$ cat config.mk
export PLATFORM = sky130hd
export DESIGN_NAME = tile_pos_write_ctrl
export DESIGN_NICKNAME = d
export VERILOG_FILES = /design/src/rtl/tile_pos_write_ctrl.sv
export SDC_FILE = /design/constraint.sdc
export NUM_CORES = 1
export LEC_CHECK = 0
export ABC_CLOCK_PERIOD_IN_PS = 2400
export CAP_MARGIN = 25
export CORE_ASPECT_RATIO = 1.2
export CORE_MARGIN = 10
export CORE_UTILIZATION = 45
export CTS_CLUSTER_DIAMETER = 200
export DETAILED_ROUTE_END_ITERATION = 10
export PLACE_DENSITY = 0.75
export SETUP_SLACK_MARGIN = 0.02
export SYNTH_ARGS = -nofsm -noshare
export SYNTH_HDL_FRONTEND = slang
export SYNTH_SLANG_ARGS = --single-unit
$ cat constraint.sdc
create_clock -name PCLK -period 2.4 [get_ports PCLK]
set_input_delay 0.24 -clock PCLK [delete_from_list [all_inputs] [get_ports PCLK]]
set_output_delay 0.24 -clock PCLK [all_outputs]
set_load 0.02 [all_outputs]
$ cat src/rtl/tile_pos_write_ctrl.sv
// Write scheduler for the tile-position table: post-reset clear, CPU/scroll arbitration,
// circular head pointer. Define WRITE_POS_RR_EN for round-robin arbitration (default: scroll priority).
module tile_pos_write_ctrl #(
    parameter int ROWS   = 8,
    parameter int ADDR_W = 3
) (
    input  logic              PCLK,
    input  logic              PRESERN,
    input  logic              cpu_req,
    input  logic [ADDR_W-1:0] cpu_row,
    input  logic [2:0]        cpu_data,
    output logic              cpu_ack,
    input  logic              scr_req,
    input  logic [1:0]        scr_col,
    output logic              scr_ack,
    output logic              wr_en,
    output logic [ADDR_W-1:0] wr_addr,
    output logic [2:0]        wr_data,
    output logic [ADDR_W-1:0] head,
    output logic              busy,
    output logic [1:0]        dbg_state
);

    typedef enum logic [1:0] {
        ST_CLEAR = 2'd0,
        ST_IDLE  = 2'd1,
        ST_WRITE = 2'd2
    } state_t;

    // Handshake: a requester raises req with stable payload and holds it until it sees
    // its one-cycle ack; dropping req before ack cancels. Payload is sampled once, at grant.

    state_t            state_q, state_d;
    logic [ADDR_W-1:0] clr_cnt_q, clr_cnt_d;
    logic [ADDR_W-1:0] head_q, head_d;
    logic              wr_en_q, wr_en_d;
    logic [ADDR_W-1:0] wr_addr_q, wr_addr_d;
    logic [2:0]        wr_data_q, wr_data_d;
    logic              cpu_ack_q, cpu_ack_d;
    logic              scr_ack_q, scr_ack_d;
    logic              busy_q, busy_d;
    logic              grant_scr;
    logic              grant_cpu;
    logic [ADDR_W-1:0] head_dec;

`ifdef WRITE_POS_RR_EN
    // 1 = scroll was served last, 0 = CPU
    logic              last_grant_q, last_grant_d;
`endif

    assign head_dec = head_q - ADDR_W'(1);

    always_comb begin
        grant_scr = 1'b0;
        grant_cpu = 1'b0;
`ifdef WRITE_POS_RR_EN
        if (scr_req && cpu_req) begin
            grant_scr = ~last_grant_q;
            grant_cpu = last_grant_q;
        end else begin
            grant_scr = scr_req;
            grant_cpu = cpu_req;
        end
`else
        grant_scr = scr_req;
        grant_cpu = cpu_req & ~scr_req;
`endif
    end

    always_comb begin
        state_d   = state_q;
        clr_cnt_d = clr_cnt_q;
        head_d    = head_q;
        wr_en_d   = 1'b0;
        wr_addr_d = wr_addr_q;
        wr_data_d = wr_data_q;
        cpu_ack_d = 1'b0;
        scr_ack_d = 1'b0;
        busy_d    = busy_q;
`ifdef WRITE_POS_RR_EN
        last_grant_d = last_grant_q;
`endif

        case (state_q)
            ST_CLEAR: begin
                wr_en_d   = 1'b1;
                wr_addr_d = clr_cnt_q;
                wr_data_d = 3'b000;
                clr_cnt_d = clr_cnt_q + ADDR_W'(1);
                if (clr_cnt_q == ADDR_W'(ROWS - 1)) begin
                    state_d = ST_IDLE;
                    busy_d  = 1'b0;
                end
            end

            ST_IDLE: begin
                if (grant_scr) begin
                    // Scrolling moves the head up one row and writes the new top row there.
                    head_d    = head_dec;
                    wr_en_d   = 1'b1;
                    wr_addr_d = head_dec;
                    wr_data_d = {1'b1, scr_col};
                    scr_ack_d = 1'b1;
                    state_d   = ST_WRITE;
                end else if (grant_cpu) begin
                    wr_en_d   = 1'b1;
                    wr_addr_d = head_q + cpu_row;
                    wr_data_d = cpu_data;
                    cpu_ack_d = 1'b1;
                    state_d   = ST_WRITE;
                end
            end

            ST_WRITE: begin
`ifdef WRITE_POS_RR_EN
                last_grant_d = scr_ack_q;
`endif
                state_d = ST_IDLE;
            end

            default: begin
                state_d = ST_CLEAR;
            end
        endcase
    end

    always_ff @(posedge PCLK or negedge PRESERN) begin
        if (!PRESERN) begin
            state_q   <= ST_CLEAR;
            clr_cnt_q <= '0;
            head_q    <= '0;
            wr_en_q   <= 1'b0;
            wr_addr_q <= '0;
            wr_data_q <= 3'b000;
            cpu_ack_q <= 1'b0;
            scr_ack_q <= 1'b0;
            busy_q    <= 1'b1;
`ifdef WRITE_POS_RR_EN
            last_grant_q <= 1'b0;
`endif
        end else begin
            state_q   <= state_d;
            clr_cnt_q <= clr_cnt_d;
            head_q    <= head_d;
            wr_en_q   <= wr_en_d;
            wr_addr_q <= wr_addr_d;
            wr_data_q <= wr_data_d;
            cpu_ack_q <= cpu_ack_d;
            scr_ack_q <= scr_ack_d;
            busy_q    <= busy_d;
`ifdef WRITE_POS_RR_EN
            last_grant_q <= last_grant_d;
`endif
        end
    end

    assign cpu_ack   = cpu_ack_q;
    assign scr_ack   = scr_ack_q;
    assign wr_en     = wr_en_q;
    assign wr_addr   = wr_addr_q;
    assign wr_data   = wr_data_q;
    assign head      = head_q;
    assign busy      = busy_q;
    assign dbg_state = state_q;

endmodule

==> out/results.ini, run 1 <==
[route]
m1WireLength_um=773
routed.top_layer=met4
wl_mm=1.876
drt_iter0_markers=31
wl_met2_um=956
via_per_inst=5.323
wire_per_inst_um=15.13
vias=660
first_pass_iters=4
antenna_left=0
drc=0
wl_met3_um=103

[setup_path]
path_depth=1
r2r_slack_ns=0.64
crit_family=buffers and inverters
startpoint_type=register
crit_path_end_kind=output port
reg2reg_depth=5
crit_path_start=dbg_state[1]
critPathMaxFanout=13
cp.arrival_ns=1.55
critPathMaxStageDelay_ns=0.68
crit_chain=clkdlybuf4s50_1
r2r-end=wr_addr[2]
cp.required_ns=2.16
endpoint=dbg_state[1]
reg2reg_from=head[0]
slowest_stage=clkdlybuf4s50_1
crit_type=reg -> out
worst-path-buf-inv=1

[timing]
finalClockSkew_ns=0.0009950
period_share=0.7443
setup_viol=0
rsz0062_at_grt=no
hold_ws_ns=0.3941
fmax_mhz=559.8
hold_viol_final=0
setup_slack_ns=0.6137
tightest_slew_ns=0.7871
min_period_ns=1.786
final.setup.tns_ns=0
relSlewSlack=0.4736
slew_viol_final=0

[clock_tree]
cts_setup_buffers=0
clock_latency_ns=0.29
cts_resized=0
clkSlewWorstSetupHoldPaths_ns=0.10
clockBufferDepth=2
root_buffer=clkbuf_4
ctsHoldBuffers=0
cts_buffers=3
h-tree-depth=1
clock_sinks=18
cts_tree=built

[global_route]
grt_max_degree=19
antenna_found_initial=0
grt_pass1_vias=682
grt-ovfl-total=0
grt_use_total=0.09307
grt_pass1_wl_mm=3.036

[logic_synthesis]
synth-seq-area-share=0.4925
yosys_warnings=0
synth_area_um2=917.1
synth.net_count=94
synthCells=77
ys_types=34
syn_avg_cell_area_um2=11.91
synth_seq_cells=18

[power]
ir_worst_vdd_uv=840.8
total_power_mw=1.501
power.density_nw_per_um2=1226
p_leak_nw=0.5360

[floorplan]
core_area_um2=1893
die_w_um=61.21
num_rows=17
initial_core_util=0.4845
die_area_um2=4251
die_h_um=69.46
boundaryPins=27

[cells_and_area]
fin_area_um2=1225
drive_above_1_share=0.1524
multi_input_area_um2=431.7
mostFrequentLayoutCell=clkdlybuf4s50_1
area_delta_synth_final_pct=33.56
mostFrequentLayoutCells=clkdlybuf4s50_1 (26), dfrtp_1 (17), nor2_1 (7)
antennaDiodeCount=0
num-fill-cells=147
final_cells=124
final_nets=123
regArea_um2=451.7
postLayoutCoreUtil=0.6471

[hold_path]
worstHoldPathType=in -> async

[status]
status=finished clean

[place]
hpwl_mm=1.485
placed_cell_area_um2=1189
place_congestion=0.7680
pre_cts_slack_ns=0.3943
io_buffers=26
dp.cells=120

[run]
drv_cap=0

worst min-delay path by stage:
stage,from,slack [ns],to,depth (start not counted)
after floorplan,PRESERN,-0.06,clr_cnt_q[0],0
after global placement,wr_data[2],0.47,wr_data[2],1
after detailed placement,wr_data[2],0.48,wr_data[2],1
after CTS,PRESERN,0.42,head[1],1
after global routing,PRESERN,0.46,head[1],1
final,PRESERN,0.39,head[1],1
report_power, final:
part	switching, mW	internal [mW]
Sequential	0.108	0.424
Combinational	0.365	0.418
Clock	0.0935	0.0925
cell usage after synthesis:
library cell  number  area, um^2
nand3_1            1       5.000
o22a_1             1       8.760
nand2b_1           2       12.51
o21ai_0            6       30.03
a211oi_1           1       7.510
dfstp_2            1       26.28
nand2_1            5       18.77
o21ba_2            1       10.01
xnor2_1            2       17.52
xor2_1             2       17.52
nor2b_1            1       6.260
fa_1               1       20.02
o31ai_2            3       37.54
o22ai_1            1       6.260
or2_4              1       8.760
a31oi_4            1       21.27
mux2_2             2       22.52
nand3b_1           1       7.510
o211ai_1           1       7.510
ha_1               4       50.05
nor2_1             7       26.28
inv_4              1       6.260
nor3b_4            1       18.77
dfrtp_1           17       425.4
buf_2              1       5.000
nor3_1             1       5.000
o21a_1             1       7.510
inv_1              4       15.01
mux2i_1            1       10.01
a21boi_0           1       7.510
and2b_2            1       8.760
xor3_1             1       23.77
a22o_1             1       8.760
buf_4              1       7.510
area by class of cell:
type | instances | area share
Timing Repair Buffer | 26 | 0.2125
Tap cell | 19 | 0.01941
Clock buffer | 4 | 0.02962
Sequential cell | 18 | 0.3687
Multi-Input combinational cell | 52 | 0.3524
Inverter | 5 | 0.01736
cell families after synthesis:
logic type | count (synthesis) | synth area share
adder cells (fa/ha/maj) | 5 | 0.07640
AO/OA/AOI/OAI | 18 | 0.1665
XOR/XNOR | 5 | 0.06412
AND/OR/NAND/NOR | 21 | 0.1282
multiplexers | 3 | 0.03547
flip-flops | 18 | 0.4925
buffers and inverters | 7 | 0.03683
registers in the layout, indices dropped and copies added, names as in the netlist:
name	flops
wr_en	1
dbg_state	2
wr_addr	3
busy	1
head	3
wr_data	3
clr_cnt_q	3
cpu_ack	1
scr_ack	1
layer usage:
layer	up-vias	track usage
li1	320	-
met1	316	0.1078
met2	19	0.1478
met3	5	0.02194
met4	0	0.05290
met5	-	0
No activity file was read; power rests on OpenSTA's default activity.
==> run 2, diff against run 1 <==
Settings changed: ABC_CLOCK_PERIOD_IN_PS 2400 to 1450, CORE_UTILIZATION 45 to 41, PLACE_DENSITY 0.75 to 0.72.
Clock period 2.4 ns to 1.45 ns, I/O delays scaled along.
==> run 2 against run 1 <==
The flow now finishes with violations (setup timing). Flip-flop and latch count is the same. Critical path type is now reg -> reg. Largest cell class unchanged. Clock power up 73%. Register-to-register slack got worse by 0.70 ns.
==> out/results.ini, run 2 (synthesis gave the netlist of run 1 again) <==
[status]
status=complete, but fails checks
violations=setup timing

[timing]
relSlewSlack=0.7918
final.setup.tns_ns=-0.05829
min_period_ns=1.508
period_share=1.040
rsz0062_at_grt=yes
finalClockSkew_ns=0.006225
fmax_mhz=663.0
setup_viol=1
tightest_slew_ns=0.3111
setup_slack_ns=-0.05829
slew_viol_final=0
hold_viol_final=0

[power]
seq_power_share=0.343
swShare=0.3896
comb_power_share=0.530
ir_worst_vdd_uv=1079
power.density_nw_per_um2=1905
p_leak_nw=0.6806
intPower_mw=1.548
p_clk_frac=0.127
switchingPower_mw=0.9880

[place]
hpwl_mm=1.672
place_congestion=0.7451
io_buffers=26
pre_cts_slack_ns=-0.2828

[global_route]
grt_max_degree=19
grt_pass1_wl_mm=3.401
antenna_found_initial=0
grt-ovfl-total=0
grt_use_total=0.09352
grt_pass1_vias=732

[cells_and_area]
drive_above_1_share=0.2544
final_nets=132
mostFrequentLayoutCells=dfrtp_1 (16), clkdlybuf4s50_1 (11), dlygate4sd2_1 (9), buf_4 (9), nor2_1 (7)
mostFrequentLayoutCell=dfrtp_1
antennaDiodeCount=0
area_delta_synth_final_pct=45.16
postLayoutCoreUtil=0.6356

[setup_path]
crit_type=reg -> reg
reg2reg_from=head[0]
cp.required_ns=1.64
crit_chain=ha_4 -> fa_2 -> o211ai_1 -> a31oi_4
cp.arrival_ns=1.70
r2r-end=wr_addr[1]
critPathMaxFanout=2
r2r_slack_ns=-0.06
crit_path_end_kind=register
slowest_stage=dfrtp_2
critPathMaxStageDelay_ns=0.44
reg2reg_depth=4
startpoint_type=register

[route]
drt_iter0_markers=9
vias=693
drc=0
wire_per_inst_um=14.24
antenna_left=0
via_per_inst=4.813
first_pass_iters=2
wl_mm=2.051

[floorplan]
die_h_um=71.81
initial_core_util=0.4379
boundaryPins=27
die_w_um=63.18
core_area_um2=2095
num_rows=18
die_area_um2=4537

[clock_tree]
clock_sinks=18
root_buffer=clkbuf_4
h-tree-depth=1
cts_setup_buffers=0
cts_tree=built
clock_latency_ns=0.31
cts_buffers=3
clockBufferDepth=2
clkSlewWorstSetupHoldPaths_ns=0.11

[hold_path]
worstHoldPathType=in -> async

[run]
drv_cap=0

run 2: cell types whose count changed in the layout (fill, tap and decap cells not counted), moves of 6 or more:
| cell | change |
|---|---|
| buf_4 | +9 |
| dlygate4sd2_1 | +9 |
| clkdlybuf4s50_1 | -15 |
| dlymetal6s2s_1 | +6 |
run 2: worst max-delay path by stage:
stage | startpoint | end | slack, ns | cells after the start
global route | head[0] | wr_addr[1] | -0.10 | 4
global placement | cpu_row[0] | wr_addr[1] | -0.23 | 5
detailed placement | cpu_row[0] | wr_addr[1] | -0.28 | 5
CTS | head[0] | wr_addr[1] | -0.08 | 4
floorplan | head[0] | wr_addr[1] | -0.08 | 4
finish | head[0] | wr_addr[1] | -0.06 | 4
run 2: power groups by stage:
stage | sequential, mW | clock, mW | combinational (mW)
2_1_floorplan | 1.05 | 0 | 0.687
3_3_place_gp | 0.879 | 0 | 1.40
3_5_place_dp | 0.891 | 0 | 1.45
4_1_cts | 0.879 | 0.328 | 1.39
5_1_grt | 0.902 | 0.351 | 1.49
6_report | 0.869 | 0.322 | 1.34
run 2: cell type report:
class                      count  area, um^2
timing repair buffer          35       331.6
fill                         184       763.2
clock buffer                   4       36.28
tap                           30       37.54
multi-input combinational     52       451.7
inverter                       5       21.27
sequential                    18       452.9
run 2: routing by layer:
layer / track usage / share of wire / up-vias
li1: - / - / 344
met1: 0.09132 / 0.38 / 333
met2: 0.1684 / 0.54 / 11
met3: 0.02488 / 0.045 / 5
met4: 0.06569 / 0.027 / 0
met5: 0 / 0 / -
run 2: what timing repair did:
action / 4_1_cts / 5_1_grt
pin swaps: 1 / 1
hold buffers: 0 / 0
gates resized for setup: 10 / 6
setup endpoints to repair: 11 / 8
run 2: worst max-delay path: cells and delay by family (launching register included):
kind                     cells  cell delay, ns
adder cells (fa/ha/maj)      2            0.56
flip-flops                   1            0.44
AO/OA/AOI/OAI                2            0.39
run 2: stage by stage:
| stage | instances | hold WS [ns] | power, mW | cell area [um^2] |
|---|---|---|---|---|
| after floorplan | 77 | -0.1506 | 1.734 | 935.9 |
| after global placement | 140 | 0.4734 | 2.283 | 1289 |
| after detailed placement | 140 | 0.4717 | 2.340 | 1289 |
| after CTS | 144 | 0.1545 | 2.599 | 1316 |
| after global routing | 144 | 0.1694 | 2.741 | 1331 |
| final | 144 | 0.1497 | 2.536 | 1331 |
